==> config.mk <==
export PLATFORM = sky130hd
export DESIGN_NAME = router
export DESIGN_NICKNAME = d
export VERILOG_FILES = /design/src/rtl/router_pkg.sv /design/src/rtl/router_route_calc.sv /design/src/rtl/router.sv
export SDC_FILE = /design/constraint.sdc
export NUM_CORES = 2
export LEC_CHECK = 0
export ABC_AREA = 1
export CAP_MARGIN = 20
export CORE_UTILIZATION = 45
export DETAILED_ROUTE_END_ITERATION = 16
export GPL_TIMING_DRIVEN = 0
export PLACE_DENSITY = 0.71
export SETUP_SLACK_MARGIN = 0.02
export SYNTH_ARGS = -nofsm -noshare
export SYNTH_HDL_FRONTEND = slang
export SYNTH_SLANG_ARGS = --single-unit
==> constraint.sdc <==
create_clock -name clk -period 17 [get_ports clk]
set_input_delay 4.25 -clock clk [delete_from_list [all_inputs] [get_ports clk]]
set_output_delay 4.25 -clock clk [all_outputs]
set_load 0.01 [all_outputs]
==> src/rtl/router_pkg.sv <==
// Shared definitions for the 3x3 mesh router: flit layout, mesh size,
// port/direction encoding and node-id coordinate helpers.
package router_pkg;

  localparam int MESH_DIM  = 3;
  localparam int FLIT_W    = 64;
  localparam int DATA_W    = 32;
  localparam int ID_W      = 16;
  localparam int NUM_PORTS = 5;

  localparam int VALID_BIT = 63;
  localparam int SRC_MSB   = 62;
  localparam int SRC_LSB   = 48;
  localparam int DST_MSB   = 47;
  localparam int DST_LSB   = 32;
  localparam int PAY_MSB   = 31;
  localparam int PAY_LSB   = 0;

  // Encoding doubles as the input/output port index and the arbitration priority order.
  typedef enum logic [2:0] {
    DIR_LEFT  = 3'd0,
    DIR_RIGHT = 3'd1,
    DIR_UP    = 3'd2,
    DIR_DOWN  = 3'd3,
    DIR_LOCAL = 3'd4
  } dir_e;

  function automatic logic [ID_W-1:0] id_to_x(input logic [ID_W-1:0] id);
    return (id - ID_W'(1)) % ID_W'(MESH_DIM);
  endfunction

  function automatic logic [ID_W-1:0] id_to_y(input logic [ID_W-1:0] id);
    return (id - ID_W'(1)) / ID_W'(MESH_DIM);
  endfunction

  function automatic logic id_valid(input logic [ID_W-1:0] id);
    return (id != '0) && (id <= ID_W'(MESH_DIM * MESH_DIM));
  endfunction

endpackage

==> src/rtl/router_route_calc.sv <==
// Combinational XY route selection for one flit: X is resolved before Y,
// and a valid flit with an out-of-range destination is flagged invalid.
module router_route_calc
  import router_pkg::*;
(
  input  logic [ID_W-1:0]   own_id,
  input  logic [FLIT_W-1:0] flit,
  output logic              req,
  output logic              invalid,
  output dir_e              dir
);

  logic [ID_W-1:0] dst;
  logic [ID_W-1:0] own_x;
  logic [ID_W-1:0] own_y;
  logic [ID_W-1:0] dst_x;
  logic [ID_W-1:0] dst_y;

  always_comb begin
    dst     = flit[DST_MSB:DST_LSB];
    own_x   = id_to_x(own_id);
    own_y   = id_to_y(own_id);
    dst_x   = id_to_x(dst);
    dst_y   = id_to_y(dst);
    req     = flit[VALID_BIT] && id_valid(dst);
    invalid = flit[VALID_BIT] && !id_valid(dst);
    dir     = DIR_LOCAL;
    if (dst_x < own_x)      dir = DIR_LEFT;
    else if (dst_x > own_x) dir = DIR_RIGHT;
    else if (dst_y < own_y) dir = DIR_UP;
    else if (dst_y > own_y) dir = DIR_DOWN;
  end

endmodule

==> src/rtl/router.sv <==
// Five-port XY mesh router: one registered hop per cycle, fixed-priority
// arbitration per output, a one-entry local injection slot and CPU ejection.
module router
  import router_pkg::*;
(
  input  logic              clk,
  input  logic              rst,
  input  logic [FLIT_W-1:0] in_left,
  input  logic [FLIT_W-1:0] in_right,
  input  logic [FLIT_W-1:0] in_up,
  input  logic [FLIT_W-1:0] in_down,
  input  logic [DATA_W-1:0] from_cpu,
  input  logic [ID_W-1:0]   router_id,
  input  logic [ID_W-1:0]   dest_id,
  output logic [FLIT_W-1:0] out_left,
  output logic [FLIT_W-1:0] out_right,
  output logic [FLIT_W-1:0] out_up,
  output logic [FLIT_W-1:0] out_down,
  output logic [DATA_W-1:0] to_cpu,
  input  logic              set_fi,
  output logic              to_cpu_valid,
  output logic [ID_W-1:0]   drop_count
);

  logic [FLIT_W-1:0]    in_flits [NUM_PORTS];
  logic [NUM_PORTS-1:0] req;
  logic [NUM_PORTS-1:0] bad;
  dir_e                 dir_sel  [NUM_PORTS];

  logic [NUM_PORTS-1:0] busy;
  logic [NUM_PORTS-1:0] grant;
  logic [2:0]           drops;
  logic [ID_W:0]        drop_sum;

  logic [FLIT_W-1:0] out_d [NUM_PORTS];
  logic [FLIT_W-1:0] out_q [NUM_PORTS-1];
  logic [FLIT_W-1:0] pend_d, pend_q;
  logic [DATA_W-1:0] to_cpu_d, to_cpu_q;
  logic              to_cpu_valid_d, to_cpu_valid_q;
  logic [ID_W-1:0]   drop_d, drop_q;

  assign in_flits[DIR_LEFT]  = in_left;
  assign in_flits[DIR_RIGHT] = in_right;
  assign in_flits[DIR_UP]    = in_up;
  assign in_flits[DIR_DOWN]  = in_down;
  assign in_flits[DIR_LOCAL] = pend_q;

  for (genvar g = 0; g < NUM_PORTS; g++) begin : g_route
    router_route_calc u_route_calc (
      .own_id  (router_id),
      .flit    (in_flits[g]),
      .req     (req[g]),
      .invalid (bad[g]),
      .dir     (dir_sel[g])
    );
  end

  // Inputs are visited in priority order, so the first requester claims each output.
  always_comb begin
    busy  = '0;
    grant = '0;
    drops = '0;
    for (int o = 0; o < NUM_PORTS; o++) out_d[o] = '0;
    for (int i = 0; i < NUM_PORTS; i++) begin
      if (req[i] && !busy[dir_sel[i]]) begin
        busy[dir_sel[i]]  = 1'b1;
        grant[i]          = 1'b1;
        out_d[dir_sel[i]] = in_flits[i];
      end
    end
    for (int i = 0; i < NUM_PORTS - 1; i++) begin
      if ((req[i] && !grant[i]) || bad[i]) drops = drops + 3'd1;
    end
    if (bad[DIR_LOCAL]) drops = drops + 3'd1;

    drop_sum = {1'b0, drop_q} + (ID_W + 1)'(drops);
    drop_d   = drop_sum[ID_W] ? '1 : drop_sum[ID_W-1:0];

    to_cpu_valid_d = out_d[DIR_LOCAL][VALID_BIT];
    to_cpu_d       = to_cpu_valid_d ? out_d[DIR_LOCAL][PAY_MSB:PAY_LSB] : to_cpu_q;

    // A losing local flit stays put; only a win or a bad destination frees the slot.
    pend_d = pend_q;
    if (pend_q[VALID_BIT]) begin
      if (grant[DIR_LOCAL] || bad[DIR_LOCAL]) pend_d = '0;
    end else if (set_fi) begin
      pend_d = {1'b1, router_id[14:0], dest_id, from_cpu};
    end
  end

  always_ff @(posedge clk) begin
    if (rst) begin
      for (int o = 0; o < NUM_PORTS - 1; o++) out_q[o] <= '0;
      pend_q         <= '0;
      to_cpu_q       <= '0;
      to_cpu_valid_q <= 1'b0;
      drop_q         <= '0;
    end else begin
      for (int o = 0; o < NUM_PORTS - 1; o++) out_q[o] <= out_d[o];
      pend_q         <= pend_d;
      to_cpu_q       <= to_cpu_d;
      to_cpu_valid_q <= to_cpu_valid_d;
      drop_q         <= drop_d;
    end
  end

  assign out_left     = out_q[DIR_LEFT];
  assign out_right    = out_q[DIR_RIGHT];
  assign out_up       = out_q[DIR_UP];
  assign out_down     = out_q[DIR_DOWN];
  assign to_cpu       = to_cpu_q;
  assign to_cpu_valid = to_cpu_valid_q;
  assign drop_count   = drop_q;

endmodule

Word-level counts from Yosys, hierarchy flattened
Memory sizes are Yosys's and may differ from the RTL's.
Cells that the tools add are included.
{"block": "op_classes", "addsub": 11, "div": 12, "n_lt_le_gt_ge": 44, "n_eq_ne": 1, "muxes": 81, "bitwise": 13, "n_reduce_logical": 59}
{"operator": "$mux 320", "n": 5}
{"operator": "$bwmux 320", "n": 4}
{"operator": "$demux 64 s3", "n": 5}
{"operator": "$mux 64", "n": 12}
{"operator": "$and 320x320->320", "n": 1}
{"operator": "$gt 16x16->1", "n": 10}
{"operator": "$lt 16x16->1", "n": 10}
{"operator": "$div 16x2->16 const B", "n": 6}
{"operator": "$mod 16x2->16 const B", "n": 6}
{"operator": "$sub 16x1->16 const B", "n": 6}
{"operator": "$le 16x4->1 const B", "n": 5}
{"operator": "$reduce_bool 16->1", "n": 5}
{"operator": "$mux 3", "n": 24}
{"operator": "$logic_and 1x1->1", "n": 33}
{"operator": "$ge 4x4->1 const B", "n": 5}
{"operator": "$lt 3x4->1 const B", "n": 5}
{"operator": "$lt 4x1->1 const B", "n": 5}
{"operator": "$mux 5", "n": 4}
{"operator": "$not 3->4", "n": 5}
{"operator": "$mux 1", "n": 18}
{"operator": "$add 16x3->17", "n": 1}
{"operator": "$mux 16", "n": 1}
{"operator": "$or 5x5->5", "n": 3}
{"operator": "$logic_not 1->1", "n": 14}
{"operator": "9 further kinds", "n": 28}
{"block": "totals", "ff_bits": 113, "ramBits": 256, "rom_bits": 8, "inputBits": 323, "word_cells": 228, "memories": 2}
{"memory": "out_q", "words": 4, "width": 64, "read_ports": 4, "rd_clocked_by_memory_dff": 0, "write_ports": 4, "line_no": "router.sv:36", "source": "logic [FLIT_W-1:0] out_q [NUM_PORTS-1];"}
{"memory": "(name not given)", "words": 8, "width": 1, "read_ports": 1, "rd_clocked_by_memory_dff": 0, "write_ports": 0, "line_no": "router.sv:65", "source": "if (req[i] && !busy[dir_sel[i]]) begin"}

Longest topological paths before layout
{"block": "depth", "depth_word": 35, "depth_mapped": 103, "depth_no_buf": 103}

Hierarchy
Synthesis repeated with hierarchy kept, for this count alone.
{"block": "hier_totals", "cells_unflattened": 6899, "hier_area_um2": 41619.9}
{"mod": "router", "instances": 1, "cells_each": 3729, "area_per_inst_um2": 24353.4}
{"mod": "router_route_calc", "instances": 5, "cells_each": 634, "area_per_inst_um2": 3453.3}

Worst setup path before layout
No wires, ideal clock.
{"block": "synth_timing", "path_type": "input port to flip-flop", "from": "input router_id[0]", "to": "register drop_q[15] (netlist: drop_count[15])", "setup_time_ps": 119, "arrival_ps": 14687, "t_required_ps": 16881, "setup_slack_ps": 2194, "cell_stages": 88, "n_path_buf": 0, "path_cell_list": "inv_2 ha_1 inv_1 nor2_2 nand3_1 nand2_1 nand2_2 inv_2 nor2_2 nor2_1 nand2_1 nand2_2 inv_2 nor2_1 inv_1 nand2_1 o21ai_1 nand2_2 (+52 left out) ha_1 nand3_1 xor2_1 xnor2_1 ha_1 nand2_1 nand2_1 a31oi_1 nor3_1 inv_1 nor2_1 nand3_1 nor2_1 nand3_1 nor2_1 nor2_1 o31ai_1 inv_1"}
{"block": "synth_via", "elab_chain_len": 35, "word_cells_on_any_way": 98, "cone_classes": "add/sub: 6; div: 2; order compare: 22; mux: 42; bitwise: 2; reduce/logical: 23; memory: 1"}
{"element": "start, declared", "line_no": "router.sv:13", "source": "input logic [ID_W-1:0] router_id,"}
{"element": "$sub 16x1->16 *", "line_no": "router_pkg.sv:29, router_pkg.sv:33"}
{"element": "$div 16x2->16", "line_no": "router_pkg.sv:33", "source": "return (id - ID_W'(1)) / ID_W'(MESH_DIM);"}
{"element": "$gt 16x16->1", "line_no": "router_route_calc.sv:31", "source": "else if (dst_y > own_y) dir = DIR_DOWN;"}
{"element": "$mux 3", "line_no": "router_route_calc.sv:31"}
{"element": "$mux 3", "line_no": "router_route_calc.sv:30", "source": "else if (dst_y < own_y) dir = DIR_UP;"}
{"element": "$mux 3", "line_no": "router_route_calc.sv:29", "source": "else if (dst_x > own_x) dir = DIR_RIGHT;"}
{"element": "$mux 3", "line_no": "router_route_calc.sv:28", "source": "if (dst_x < own_x) dir = DIR_LEFT;"}
{"element": "$lt 3x4->1 (not written as such), or another cell as far along", "line_no": "router.sv:66", "source": "busy[dir_sel[i]] = 1'b1;"}
{"element": "(+19 left out)"}
{"element": "$logic_not 1->1", "line_no": "router.sv:72", "source": "if ((req[i] && !grant[i]) || bad[i]) drops = drops + 3'd1;"}
{"element": "$logic_and 1x1->1", "line_no": "router.sv:72"}
{"element": "$logic_or 1x1->1", "line_no": "router.sv:72"}
{"element": "$mux 3 *", "line_no": "router.sv:72"}
{"element": "$add 3x1->3", "line_no": "router.sv:74", "source": "if (bad[DIR_LOCAL]) drops = drops + 3'd1;"}
{"element": "$mux 3 *", "line_no": "router.sv:74"}
{"element": "$add 16x3->17 *", "line_no": "router.sv:76", "source": "drop_sum = {1'b0, drop_q} + (ID_W + 1)'(drops);"}
{"element": "$mux 16 *", "line_no": "router.sv:77", "source": "drop_d = drop_sum[ID_W] ? '1 : drop_sum[ID_W-1:0];"}
{"element": "end signal, assigned", "line_no": "router.sv:103", "source": "drop_q <= drop_d;"}
{"element": "end, declared", "line_no": "router.sv:40", "source": "logic [ID_W-1:0] drop_d, drop_q;"}
Every way passes the cells marked *; elsewhere a longest branch is shown, timed or not. The select of a mux whose other input is x is not followed.
A chain may end at the register's enable or synchronous reset.

Worst setup path in the final report
{"block": "layout_timing", "from": "input in_left[32]", "to": "register drop_q[11] (netlist: drop_count[11])"}
{"block": "layout_via", "elab_chain_len": 35, "word_cells_on_any_way": 70, "cone_classes": "add/sub: 6; div: 2; order compare: 7; mux: 26; bitwise: 2; reduce/logical: 26; memory: 1"}
{"element": "start, declared", "line_no": "router.sv:8", "source": "input logic [FLIT_W-1:0] in_left,"}
{"element": "$sub 16x1->16", "line_no": "router_pkg.sv:29, router_pkg.sv:33"}
{"element": "$div 16x2->16", "line_no": "router_pkg.sv:33"}
{"element": "$gt 16x16->1", "line_no": "router_route_calc.sv:31"}
{"element": "$mux 3", "line_no": "router_route_calc.sv:31"}
{"element": "$mux 3", "line_no": "router_route_calc.sv:30"}
{"element": "$mux 3", "line_no": "router_route_calc.sv:29"}
{"element": "$mux 3", "line_no": "router_route_calc.sv:28"}
{"element": "$lt 3x4->1 (not written as such), or another cell as far along", "line_no": "router.sv:66"}
{"element": "(+19 left out)"}
{"element": "$logic_not 1->1", "line_no": "router.sv:72"}
{"element": "$logic_and 1x1->1", "line_no": "router.sv:72"}
{"element": "$logic_or 1x1->1", "line_no": "router.sv:72"}
{"element": "$mux 3 *", "line_no": "router.sv:72"}
{"element": "$add 3x1->3", "line_no": "router.sv:74"}
{"element": "$mux 3 *", "line_no": "router.sv:74"}
{"element": "$add 16x3->17 *", "line_no": "router.sv:76"}
{"element": "$mux 16 *", "line_no": "router.sv:77"}
Marks and branches as above.

==> impl_metrics.ini <==
[timing]
setup_tns_ns = 0
skew_ns = 0.0425
hold_viol = 0
max_slew_margin_pct = 23.2
maxSlewViolCount = 0
timing.fmax_ghz = 0.0630
layout_setup_ws_ns = 1.14
finalCriticalPeriod_ns = 15.86
setup_violations = 0
hold_ws_ns = 0.479
fin_crit_sh_pct = 93.3
worstMarginPinSlew_ns = 1.15

[critical_path]
timing.rr.end = out_q[3][60]
worstPathArrival_ns = 16.33
crit_fanout = 10
slowest_stage = xnor2_2
worstSetupStartpointType = input port
cp_common_cell = nand2_1
r2r-start = pend_q[32]
reg2reg_slack_ns = 5.75
crit_path_end_kind = flip-flop
critPathMaxStageDelay_ns = 0.34
cp.required_ns = 17.47
crit_type = input port to flip-flop
worst_r2r_path_depth = 80

[cells_and_area]
multiInputGateArea_mm2 = 0.0218
regArea_mm2 = 0.00739
finalInstanceArea_mm2 = 0.0422
synthToLayoutAreaGrowth_pct = 30.6
final_util_pct = 59.8
final_layout_size_suffix_gt1_share_pct = 12.0
final_cell_mix = nand2_1, clkdlybuf4s50_1, o21ai_0
fillCellCount = 6954
final_common_cell = nand2_1
nets = 6466
layout.cells.non_filler = 6967

[placement]
numPortBuffers = 624
place_ws_ns = -1.38
hpwl_um = 131000
place_congestion = 1.03
post_dp_cell_area_mm2 = 0.0400
dp_cells = 6813

[logic_synthesis]
synthArstFlopShare_pct = 0
yosys.area.top_type_share_pct = 22.8
synth_area_leaders = dfxtp_1, nand2_1, o21ai_0
yosysWarnings = 0
synthSimpleGateAreaFrac_pct = 30.1
synth-seq-cells = 369
synth-seq-area-share_pct = 22.8
syn_area_mm2 = 0.0324
synth_compound_area_share_pct = 25.3
synthDistinctLibCells = 75
synth-edff-count = 0
synth-xor-area-share_pct = 2.81
synth_largest_area_cell = dfxtp_1
synthMuxAreaShare_pct = 0
synth_fa_ha_area_share_pct = 7.10
synth_area_per_cell_um2 = 6.22
synth_top_family_by_area = simple AND/OR/NAND/NOR gates
syn-instance-count = 5198
ys.flop_type = dfxtp_1

[clocking]
path_clk_slew_ns = 0.06
clock_latency_ns = 0.59
cts_root_buf = clkbuf_16
htreeDepth = 2
cts.sinks = 369
ctsHoldBuffers = 0
cts_buffers = 39
cts_tree = done
cts_max_path_buffers = 3

[power_and_ir_drop]
seq_power_share_pct = 21.6
switching_share_pct = 46.0
power.total_mw = 4.24
p_leak_nw = 20.4
pwr-share-comb_pct = 56.8
p_int_mw = 2.29
clockPowerShare_pct = 21.6
p_sw_mw = 1.95
powerDensity_mw_per_mm2 = 100
irDropWorstVdd_mv = 0.0831

[route]
wl_um = 167000
via_per_inst = 5.73
drtAntennaViolNets = 0
num_vias = 39900
drc = 0
drtIter0Drc = 5534
dr.pass1.iters = 9
routedWlPerCell_um = 23.9

[global_route]
grt_pass1_wl_um = 237000
grt_start_max_net_pins = 15
antenna_found_initial = 47
first_global_vias = 36100
gr-usage-met3_pct = 11.9
globalRouteOverflowTotal = 0
gr-usage-met1_pct = 55.9
grt.total_usage_pct = 43.4
grt_busiest_layer = met2
use_met2_pct = 65.3

[die]
initial_utilization_pct = 45.8
die_y_um = 270
num_rows = 97
fp.coreArea_mm2 = 0.0706
num_io_pins = 628
die_w_um = 270
fp.dieArea_mm2 = 0.0730

[hold_path]
min_to = pend_q[25]
hold_depth = 2
min_from = pend_q[25]
hp-class = flip-flop to flip-flop

[outcome]
status = finished clean

[flow_run]
maxCapViolCount = 0
[cells by family after synthesis]
kind of cell    Yosys count
buf+inv                 864
xor+xnor                102
simple gates           2195
other cells               1
flops                   369
fa+ha+maj               183
compound gates         1484
[worst max-delay path: cells and delay by family]
family                   cells  cell delay (ns)
XOR/XNOR                     2             0.56
AO/OA/AOI/OAI               11             1.96
adder cells (fa/ha/maj)      6             1.35
AND/OR/NAND/NOR             56             6.69
buffers and inverters       13             1.51
[synthesized netlist by cell type, drive strengths merged, types with 14 or more instances]
cell    instances
o21ai         672
inv           618
a31oi          16
nor2          552
buf            95
ha            182
clkbuf        142
xnor2          19
nand2        1286
xor2           83
nor3           38
a21oi         708
nand4          52
dfxtp         369
nand3         227
a22oi          14
[how the worst max path moves through the flow]
stage                      start              to  slack, ns  cells past startpoint
global placement    router_id[0]  drop_count[11]      -1.25                     86
finish               in_left[32]  drop_count[11]       1.14                     88
floorplan           router_id[0]  drop_count[15]       2.19                     88
global route        router_id[5]  drop_count[15]      -0.09                     93
CTS                 router_id[1]  drop_count[15]       0.03                     92
detailed placement  router_id[0]  drop_count[11]      -1.38                     86
[sequential cells by signal (all words and copies together), names as in the netlist]
| signal | count |
|---|---|
| drop_count | 16 |
| pend_q | 64 |
| to_cpu | 32 |
| out_q | 256 |
| to_cpu_valid | 1 |
[metal layers]
layer	part of all wire (%)	up-vias
met3	12	533
li1	-	18600
met2	42	2613
met1	40	18200
met4	5.7	20
met5	0.076	-
[power by group through the flow]
stage	combinational [mW]	sequential (mW)	clock, mW
after floorplan	1.61	0.938	0
after global placement	2.16	0.930	0
after detailed placement	2.21	0.931	0
after CTS	2.23	0.912	0.915
after global routing	2.70	0.916	0.953
final	2.41	0.913	0.915
[layout make-up]
| class | count | share of cell area, % |
|---|---|---|
| multi-input cells | 4012 | 51.5 |
| well taps | 940 | 2.78 |
| diodes | 36 | 0.213 |
| clock buffers | 51 | 2.61 |
| flip-flops and latches | 369 | 17.5 |
| plain buffers | 242 | 3.47 |
| inverters | 622 | 5.62 |
| repair buffers | 674 | 15.7 |
| clock inverters | 21 | 0.577 |
[repair_timing]
| item | in CTS | in global routing |
|---|---|---|
| pin swaps | 0 | 30 |
| cloned | 0 | 0 |
| hold endpoints to repair | 0 | 0 |
| buffers inserted | 0 | 46 |
| gates resized for setup | 13 | 104 |
| setup endpoints to repair | 16 | 22 |
Note: power is estimated with default switching activity, not from simulation.
